$ cat src/rtl/gat_pkg.sv
// Shared types for the GAT BRAM load controller.
// State encoding and status word field offsets.
package gat_pkg;

  typedef enum logic [2:0] {
    ST_IDLE = 3'd0,
    ST_LOAD = 3'd1,
    ST_ARM  = 3'd2,
    ST_RUN  = 3'd3,
    ST_DONE = 3'd4
  } gat_ld_state_e;

  localparam int ST_W          = 3;
  localparam int STAT_DONE_LSB = 0;

  function automatic int stat_err_lsb(input int n);
    return n;
  endfunction

  function automatic int stat_state_lsb(input int n);
    return 2 * n;
  endfunction

endpackage

$ cat src/rtl/gat_bram_ch_port.sv
// One host-to-core BRAM load channel: slice, register, count.
// Optional GAT_BRAM_ADDR_CHECK_EN drops misaligned/out-of-range writes.
module gat_bram_ch_port
  import gat_pkg::*;
#(
  parameter int TOP_WIDTH = 32,
  parameter int DATA_W    = 20,
  parameter int ADDR_W    = 18
) (
  input  logic                 clk,
  input  logic                 rst_n,
  input  logic                 cfg_valid,
  input  logic                 count_en,
  input  logic [ADDR_W-1:0]    cfg_depth,
  input  logic [TOP_WIDTH-1:0] host_din,
  input  logic                 host_ena,
  input  logic                 host_wea,
  input  logic [ADDR_W+1:0]    host_addra,
  output logic [DATA_W-1:0]    core_din,
  output logic                 core_ena,
  output logic                 core_wea,
  output logic [ADDR_W-1:0]    core_addra,
  output logic                 load_done,
  output logic                 load_err
);

  logic [ADDR_W-1:0] depth_q;
  logic [ADDR_W:0]   cnt_q;
  logic              cfg_seen;
  logic              wr;
  logic              drop;
  logic              inc;
  logic [ADDR_W-1:0] word_addr;
  logic              unused_bits;

  assign word_addr   = host_addra[ADDR_W+1:2];
  assign wr          = host_ena & host_wea;
  assign unused_bits = ^{host_din[TOP_WIDTH-1:DATA_W], host_addra[1:0]};

`ifdef GAT_BRAM_ADDR_CHECK_EN
  logic err_q;

  assign drop = wr & count_en &
                ((host_addra[1:0] != 2'b00) | (word_addr >= depth_q));
  assign load_err = err_q;

  // sticky error until the next configuration
  always_ff @(posedge clk or negedge rst_n) begin
    if (!rst_n)
      err_q <= 1'b0;
    else if (cfg_valid)
      err_q <= 1'b0;
    else if (drop)
      err_q <= 1'b1;
  end
`else
  assign drop     = 1'b0;
  assign load_err = 1'b0;
`endif

  assign inc = count_en & wr & ~drop & (cnt_q < {1'b0, depth_q});

  // forward the host access one cycle later as a word access
  always_ff @(posedge clk or negedge rst_n) begin
    if (!rst_n) begin
      core_din   <= '0;
      core_ena   <= 1'b0;
      core_wea   <= 1'b0;
      core_addra <= '0;
    end else begin
      core_din   <= host_din[DATA_W-1:0];
      core_addra <= word_addr;
      core_ena   <= host_ena & ~drop;
      core_wea   <= host_wea & ~drop;
    end
  end

  // depth latch, saturating write counter and registered done flag
  always_ff @(posedge clk or negedge rst_n) begin
    if (!rst_n) begin
      depth_q   <= '0;
      cnt_q     <= '0;
      cfg_seen  <= 1'b0;
      load_done <= 1'b0;
    end else if (cfg_valid) begin
      depth_q   <= cfg_depth;
      cnt_q     <= '0;
      cfg_seen  <= 1'b1;
      load_done <= 1'b0;
    end else begin
      if (inc)
        cnt_q <= cnt_q + 1'b1;
      load_done <= cfg_seen & (cnt_q == {1'b0, depth_q});
    end
  end

endmodule

$ cat src/rtl/gat_bram_load_ctrl.sv
// GAT host-to-core BRAM load controller: channels, FSM, readback.
// GAT_BRAM_ADDR_CHECK_EN enables write address checking.
module gat_bram_load_ctrl
  import gat_pkg::*;
#(
  parameter int TOP_WIDTH = 32,
  parameter int NUM_CH    = 4,
  parameter int DATA_W    = 20,
  parameter int ADDR_W    = 18,
  parameter int RD_ADDR_W = 16,
  parameter int RD_W      = 32,
  parameter int RD_PIPE   = 1
) (
  input  logic                        clk,
  input  logic                        rst_n,
  input  logic                        cfg_valid,
  input  logic [NUM_CH*ADDR_W-1:0]    cfg_depth,
  input  logic [NUM_CH*TOP_WIDTH-1:0] host_din,
  input  logic [NUM_CH-1:0]           host_ena,
  input  logic [NUM_CH-1:0]           host_wea,
  input  logic [NUM_CH*(ADDR_W+2)-1:0] host_addra,
  output logic [NUM_CH*DATA_W-1:0]    core_din,
  output logic [NUM_CH-1:0]           core_ena,
  output logic [NUM_CH-1:0]           core_wea,
  output logic [NUM_CH*ADDR_W-1:0]    core_addra,
  output logic                        core_start,
  input  logic                        core_ready,
  output logic                        gat_ready,
  output logic [NUM_CH-1:0]           load_done,
  output logic [NUM_CH-1:0]           load_err,
  output logic [TOP_WIDTH-1:0]        status,
  input  logic [RD_ADDR_W+1:0]        host_rd_addrb,
  output logic [RD_ADDR_W-1:0]        core_rd_addrb,
  input  logic [RD_W-1:0]             core_rd_dout,
  output logic [RD_W-1:0]             host_rd_dout
);

  localparam int ERR_LSB = stat_err_lsb(NUM_CH);
  localparam int ST_LSB  = stat_state_lsb(NUM_CH);

  gat_ld_state_e state_q;
  gat_ld_state_e state_d;
  logic          count_en;
  logic          unused_rd;

  assign count_en = (state_q == ST_LOAD) & ~cfg_valid;

  for (genvar c = 0; c < NUM_CH; c++) begin : g_ch
    gat_bram_ch_port #(
      .TOP_WIDTH (TOP_WIDTH),
      .DATA_W    (DATA_W),
      .ADDR_W    (ADDR_W)
    ) u_ch (
      .clk        (clk),
      .rst_n      (rst_n),
      .cfg_valid  (cfg_valid),
      .count_en   (count_en),
      .cfg_depth  (cfg_depth[c*ADDR_W +: ADDR_W]),
      .host_din   (host_din[c*TOP_WIDTH +: TOP_WIDTH]),
      .host_ena   (host_ena[c]),
      .host_wea   (host_wea[c]),
      .host_addra (host_addra[c*(ADDR_W+2) +: ADDR_W+2]),
      .core_din   (core_din[c*DATA_W +: DATA_W]),
      .core_ena   (core_ena[c]),
      .core_wea   (core_wea[c]),
      .core_addra (core_addra[c*ADDR_W +: ADDR_W]),
      .load_done  (load_done[c]),
      .load_err   (load_err[c])
    );
  end

  // state register
  always_ff @(posedge clk or negedge rst_n) begin
    if (!rst_n)
      state_q <= ST_IDLE;
    else
      state_q <= state_d;
  end

  // next state and Moore outputs; cfg_valid restarts from any state
  always_comb begin
    state_d    = state_q;
    core_start = 1'b0;
    gat_ready  = 1'b0;
    unique case (state_q)
      ST_IDLE: state_d = ST_IDLE;
      ST_LOAD: if (&load_done) state_d = ST_ARM;
      ST_ARM: begin
        core_start = 1'b1;
        state_d    = ST_RUN;
      end
      ST_RUN:  if (core_ready) state_d = ST_DONE;
      ST_DONE: gat_ready = 1'b1;
      default: state_d = ST_IDLE;
    endcase
    if (cfg_valid)
      state_d = ST_LOAD;
  end

  // status word: {state, load_err, load_done}, zero-extended
  always_comb begin
    status = '0;
    status[STAT_DONE_LSB +: NUM_CH] = load_done;
    status[ERR_LSB +: NUM_CH]       = load_err;
    status[ST_LSB +: ST_W]          = state_q;
  end

  assign core_rd_addrb = host_rd_addrb[RD_ADDR_W+1:2];
  assign unused_rd     = ^host_rd_addrb[1:0];

  if (RD_PIPE == 0) begin : g_rd_comb
    assign host_rd_dout = core_rd_dout;
  end else begin : g_rd_pipe
    logic [RD_W-1:0] pipe_q [RD_PIPE];

    // readback delay line
    always_ff @(posedge clk or negedge rst_n) begin
      if (!rst_n) begin
        for (int i = 0; i < RD_PIPE; i++)
          pipe_q[i] <= '0;
      end else begin
        pipe_q[0] <= core_rd_dout;
        for (int i = 1; i < RD_PIPE; i++)
          pipe_q[i] <= pipe_q[i-1];
      end
    end

    assign host_rd_dout = pipe_q[RD_PIPE-1];
  end

endmodule

$ cat config.mk
export PLATFORM = sky130hd
export DESIGN_NAME = gat_bram_load_ctrl
export DESIGN_NICKNAME = d
export VERILOG_FILES = /design/src/rtl/gat_pkg.sv /design/src/rtl/gat_bram_ch_port.sv /design/src/rtl/gat_bram_load_ctrl.sv
export SDC_FILE = /design/constraint.sdc
export NUM_CORES = 1
export LEC_CHECK = 0
export ABC_AREA = 1
export CAP_MARGIN = 25
export CORE_AREA = 2 2 228 230
export DETAILED_ROUTE_END_ITERATION = 6
export DIE_AREA = 0 0 230 232
export PLACE_DENSITY = 0.59
export SLEW_MARGIN = 20
export SYNTH_ARGS = -nofsm -noshare
export SYNTH_HDL_FRONTEND = slang
export SYNTH_HIERARCHICAL = 1
export SYNTH_SLANG_ARGS = --single-unit
export TNS_END_PERCENT = 1
$ cat constraint.sdc
create_clock -name clk -period 2.6 [get_ports clk]
set_clock_uncertainty 0.2 [all_clocks]
set_input_delay 0.52 -clock clk [delete_from_list [all_inputs] [get_ports clk]]
set_output_delay 0.52 -clock clk [all_outputs]
set_load 0.005 [all_outputs]
==> summary.md <==
| Metric | Value |
|---|---|
| YS warnings | 6 |
| Total clock sinks | 351 |
| Max VDD drop | between 0.4 and 0.5 mV |
| Via/cell ratio | 4.458 |
| Final Cycle Share | 94.36% |
| CTS Root Cell | clkbuf_16 |
| Post-Route WL | 47.27 mm |
| Max Fclk | a little over 400 MHz |
| Share of the synthesized area in the top cell type | 56.03% |
| Via count | 12760 |
| Layout cells sized above 1 | between 7 and 8% |
| Dpl ws | 0.06622 ns |
| Worst Path Arrival | roughly 1.7 ns |
| Cells after Synth | between 1500 and 2000 |
| Grt ovf | 0 |
| Syn Area/Cell | about 9.4 sq um |
| Post-DR wirelength/cell | 16.51 um |
| CP cell instances | nor3_1, clkdlybuf4s50_1 |
| Synth cell types | 30 |
| Die Wd | ~230 um |
| Final hold vios | 0 |
| Crit Path Max Fanout | 8 |
| Iter 0 DRT Violations | 692 |
| Final worst setup slack | between 0.1 and 0.15 ns |
| Area growth syn-to-layout | 43.35% |
| Worst-skew pair later-pin latency | around 0.56 ns |
| Number of synthesized register bits | roughly 350 |
| Clock Tree Buf Depth | 3 |
| Leading area contributor after synthesis | dfrtp_1 |
| Multiplexer share of the synthesized area | 0% |
| Initial antenna violation count | 16 |
| RSZ-0062 raised after global routing | false |
| Drt drc | 0 |
| Die Y | approximately 230 um |
| Pin count of the biggest net entering global routing | between 100 and 150 |
| Synthesized cell area | 15680 sq um |
| Compound-cell area share of the yosys netlist | around 3.4% |
| Fill cell count | a little under 5000 |
| Worst slew pin tran | roughly 0.56 ns |
| Antenna Violating Nets Remaining | 0 |
| Most frequent cells in the layout | 470 x nand2_1, 469 x clkdlybuf4s50_1, 351 x dfrtp_1, 165 x nor2_1, 139 x inv_1 |
| Status | completed |
| Port bufs | 472 |
| Worst setup path class | reg -> out |
| Setup crit end kind | primary output |
| Lkg Pwr | 10.33 nW |
| Synth Area in Adders | between 6 and 7% |
| CTS tree | done |
| Post-CTS Setup Inserts | 0 |
| Vias in the first global route | 12730 |
| Seq/Total Area, Yosys | 56.03% |
| Layout net count | ~2600 |
| Class of the worst hold path | in -> reg |
| All-Layer GR Usage | between 15 and 20% |
| Slew HR | between 60% and 70% |
| GPL Wtd Cong | 0.8776 |
| Xor/xnor share of the synthesized area | under 10% |
| Commonest non-fill, non-tap cell in the layout | nand2_1 |
| Setup_tns | 0 ns |
| Slowest CP cell | clkdlybuf4s50_1 |
| Starting Density | 30.81% |
| CTS Buf Count | 42 |
| H-tree depth | 2 |
| First-pass GRT wire length | around 73 mm |
| Worst Path Required | around 1.9 ns |
| Ranking of synthesized cells by area | dfrtp_1 56%, nand2_1 11%, ha_1 6.1% |
| Worst path max stage delay | between 0.5 and 0.6 ns |
| Final setup vio count | 0 |
| Post-DP HPWL | ~36 mm |
| Core Region | about 51000 sq um |
| Largest family of logic cells by synthesized area | simple AND/OR/NAND/NOR gates |
| First-pass DRT Iterations | 5 |
| Synth Area in Simple Gates | about a quarter |
| Reg clk slew, reported paths | around 0.05 ns |
| Post-route minimum period | approximately 2.5 ns |
| Slew Viols, Final | 0 |
| IO Pins | 592 |
| Power per standard cell area | 595.2 nW/um^2 |
| Full die area | ~53000 sq um |
| Worst Setup Start Kind | register |
| Max Cap Viol | 0 |
| Hold_ws | ~0.15 ns |
| FP Rows | 83 |
layer usage:
layer	wire (um)	track usage, %	vias up
met4	1420	6.573	14
met3	3513	5.194	95
li1	-	-	6215
met2	21800	28.35	381
met1	20450	22.44	6059
met5	83	0	-
worst paths after layout:
kind                                        start                  endpoint  slack (ns)  depth (start not counted)
max in group asynchronous                   rst_n   g_ch[1].u_ch/depth_q[6]        1.13                          3
min                                     cfg_valid                state_q[0]        0.15                          5
min in group asynchronous                   rst_n  g_ch[3].u_ch/depth_q[13]        0.33                          2
max                                    state_q[0]                 gat_ready        0.15                          2
max reg2reg                g_ch[1].u_ch/cnt_q[10]     g_ch[1].u_ch/cnt_q[3]        0.32                         10
min reg2reg                 g_ch[1].u_ch/cfg_seen     g_ch[1].u_ch/cfg_seen        0.25                          2
through the flow:
stage,area [sq um],cells,total power (W),utilization [%]
finish,22470,2863,0.01337,44.16
global route,22460,2858,0.01401,44.14
CTS,22460,2857,0.01361,44.13
detailed placement,21030,2781,0.007507,41.32
global placement,21030,2781,0.007476,41.32
floorplan,15750,1688,0.006468,-
synth_stat cells:
| cell type | count |
|---|---|
| inv_2 | 4 |
| nor4_1 | 4 |
| nand3b_1 | 9 |
| o21ai_0 | 69 |
| buf_1 | 4 |
| nand3_1 | 104 |
| ha_1 | 76 |
| xor2_1 | 32 |
| buf_4 | 57 |
| nor2_4 | 4 |
| buf_12 | 4 |
| clkbuf_4 | 4 |
| xnor2_1 | 12 |
| nand4_1 | 41 |
| nand2_2 | 5 |
| nor2_1 | 165 |
| a21oi_1 | 20 |
| nand2_1 | 470 |
| buf_6 | 4 |
| nor3_1 | 1 |
| dfrtp_1 | 351 |
| inv_1 | 139 |
| nand4_2 | 4 |
| nor3b_1 | 8 |
| a21o_1 | 4 |
| conb_1 | 5 |
| nor2_2 | 14 |
| nand3_2 | 26 |
| clkbuf_1 | 20 |
| o21bai_1 | 8 |
power by group:
| part | switching (W) | leakage [nW] | internal, W |
|---|---|---|---|
| clock | 0.00234 | 0.690 | 0.00364 |
| sequential | 0.0000966 | 4.30 | 0.00573 |
| combinational | 0.000721 | 5.34 | 0.000843 |
| total | 0.00316 | 10.3 | 0.0102 |
sequential cells by signal, summed over array words and instances (netlist names):
register / cells
g_ch.u_ch/core_ena: 4
g_ch.u_ch/core_din: 80
g_ch.u_ch/core_addra: 72
g_ch.u_ch/cnt_q: 76
state_q: 3
g_ch.u_ch/depth_q: 72
g_ch.u_ch/core_wea: 4
g_ch.u_ch/cfg_seen: 4
g_ch.u_ch/load_done: 4
host_rd_dout: 32
layout make-up:
cell class | instances | area [sq um] | area share, %
Inverter | 143 | 536.8 | 2.389
Tap cell | 680 | 850.8 | 3.786
Sequential cell | 351 | 8783 | 39.09
Multi-Input combinational cell | 1101 | 5758 | 25.62
Antenna cell | 6 | 15.01 | 0.06682
Timing Repair Buffer | 507 | 5107 | 22.73
Clock inverter | 16 | 214.0 | 0.9521
Clock buffer | 59 | 1206 | 5.367
kinds of logic (layout without fill, tap and decap cells):
group                    after synthesis  count (layout)
AO/OA/AOI/OAI                        101             101
XOR/XNOR                              44              44
adder cells (fa/ha/maj)               76              76
buffers and inverters                236             725
flip-flops                           351             351
other                                  5              31
AND/OR/NAND/NOR                      855             855
critical path, delay by kind of cell, from the launching register on:
| family | cells | cell delay [ns] |
|---|---|---|
| buf+inv | 1 | 0.53 |
| simple gates | 1 | 0.20 |
| flops | 1 | 0.45 |
what timing repair did:
item,CTS,global route
endpoints found under the hold margin,49,0
hold buffers,1,0
resized for setup,1,0
endpoints found under the setup margin,1,0
Power figures use the tool's default switching activity.
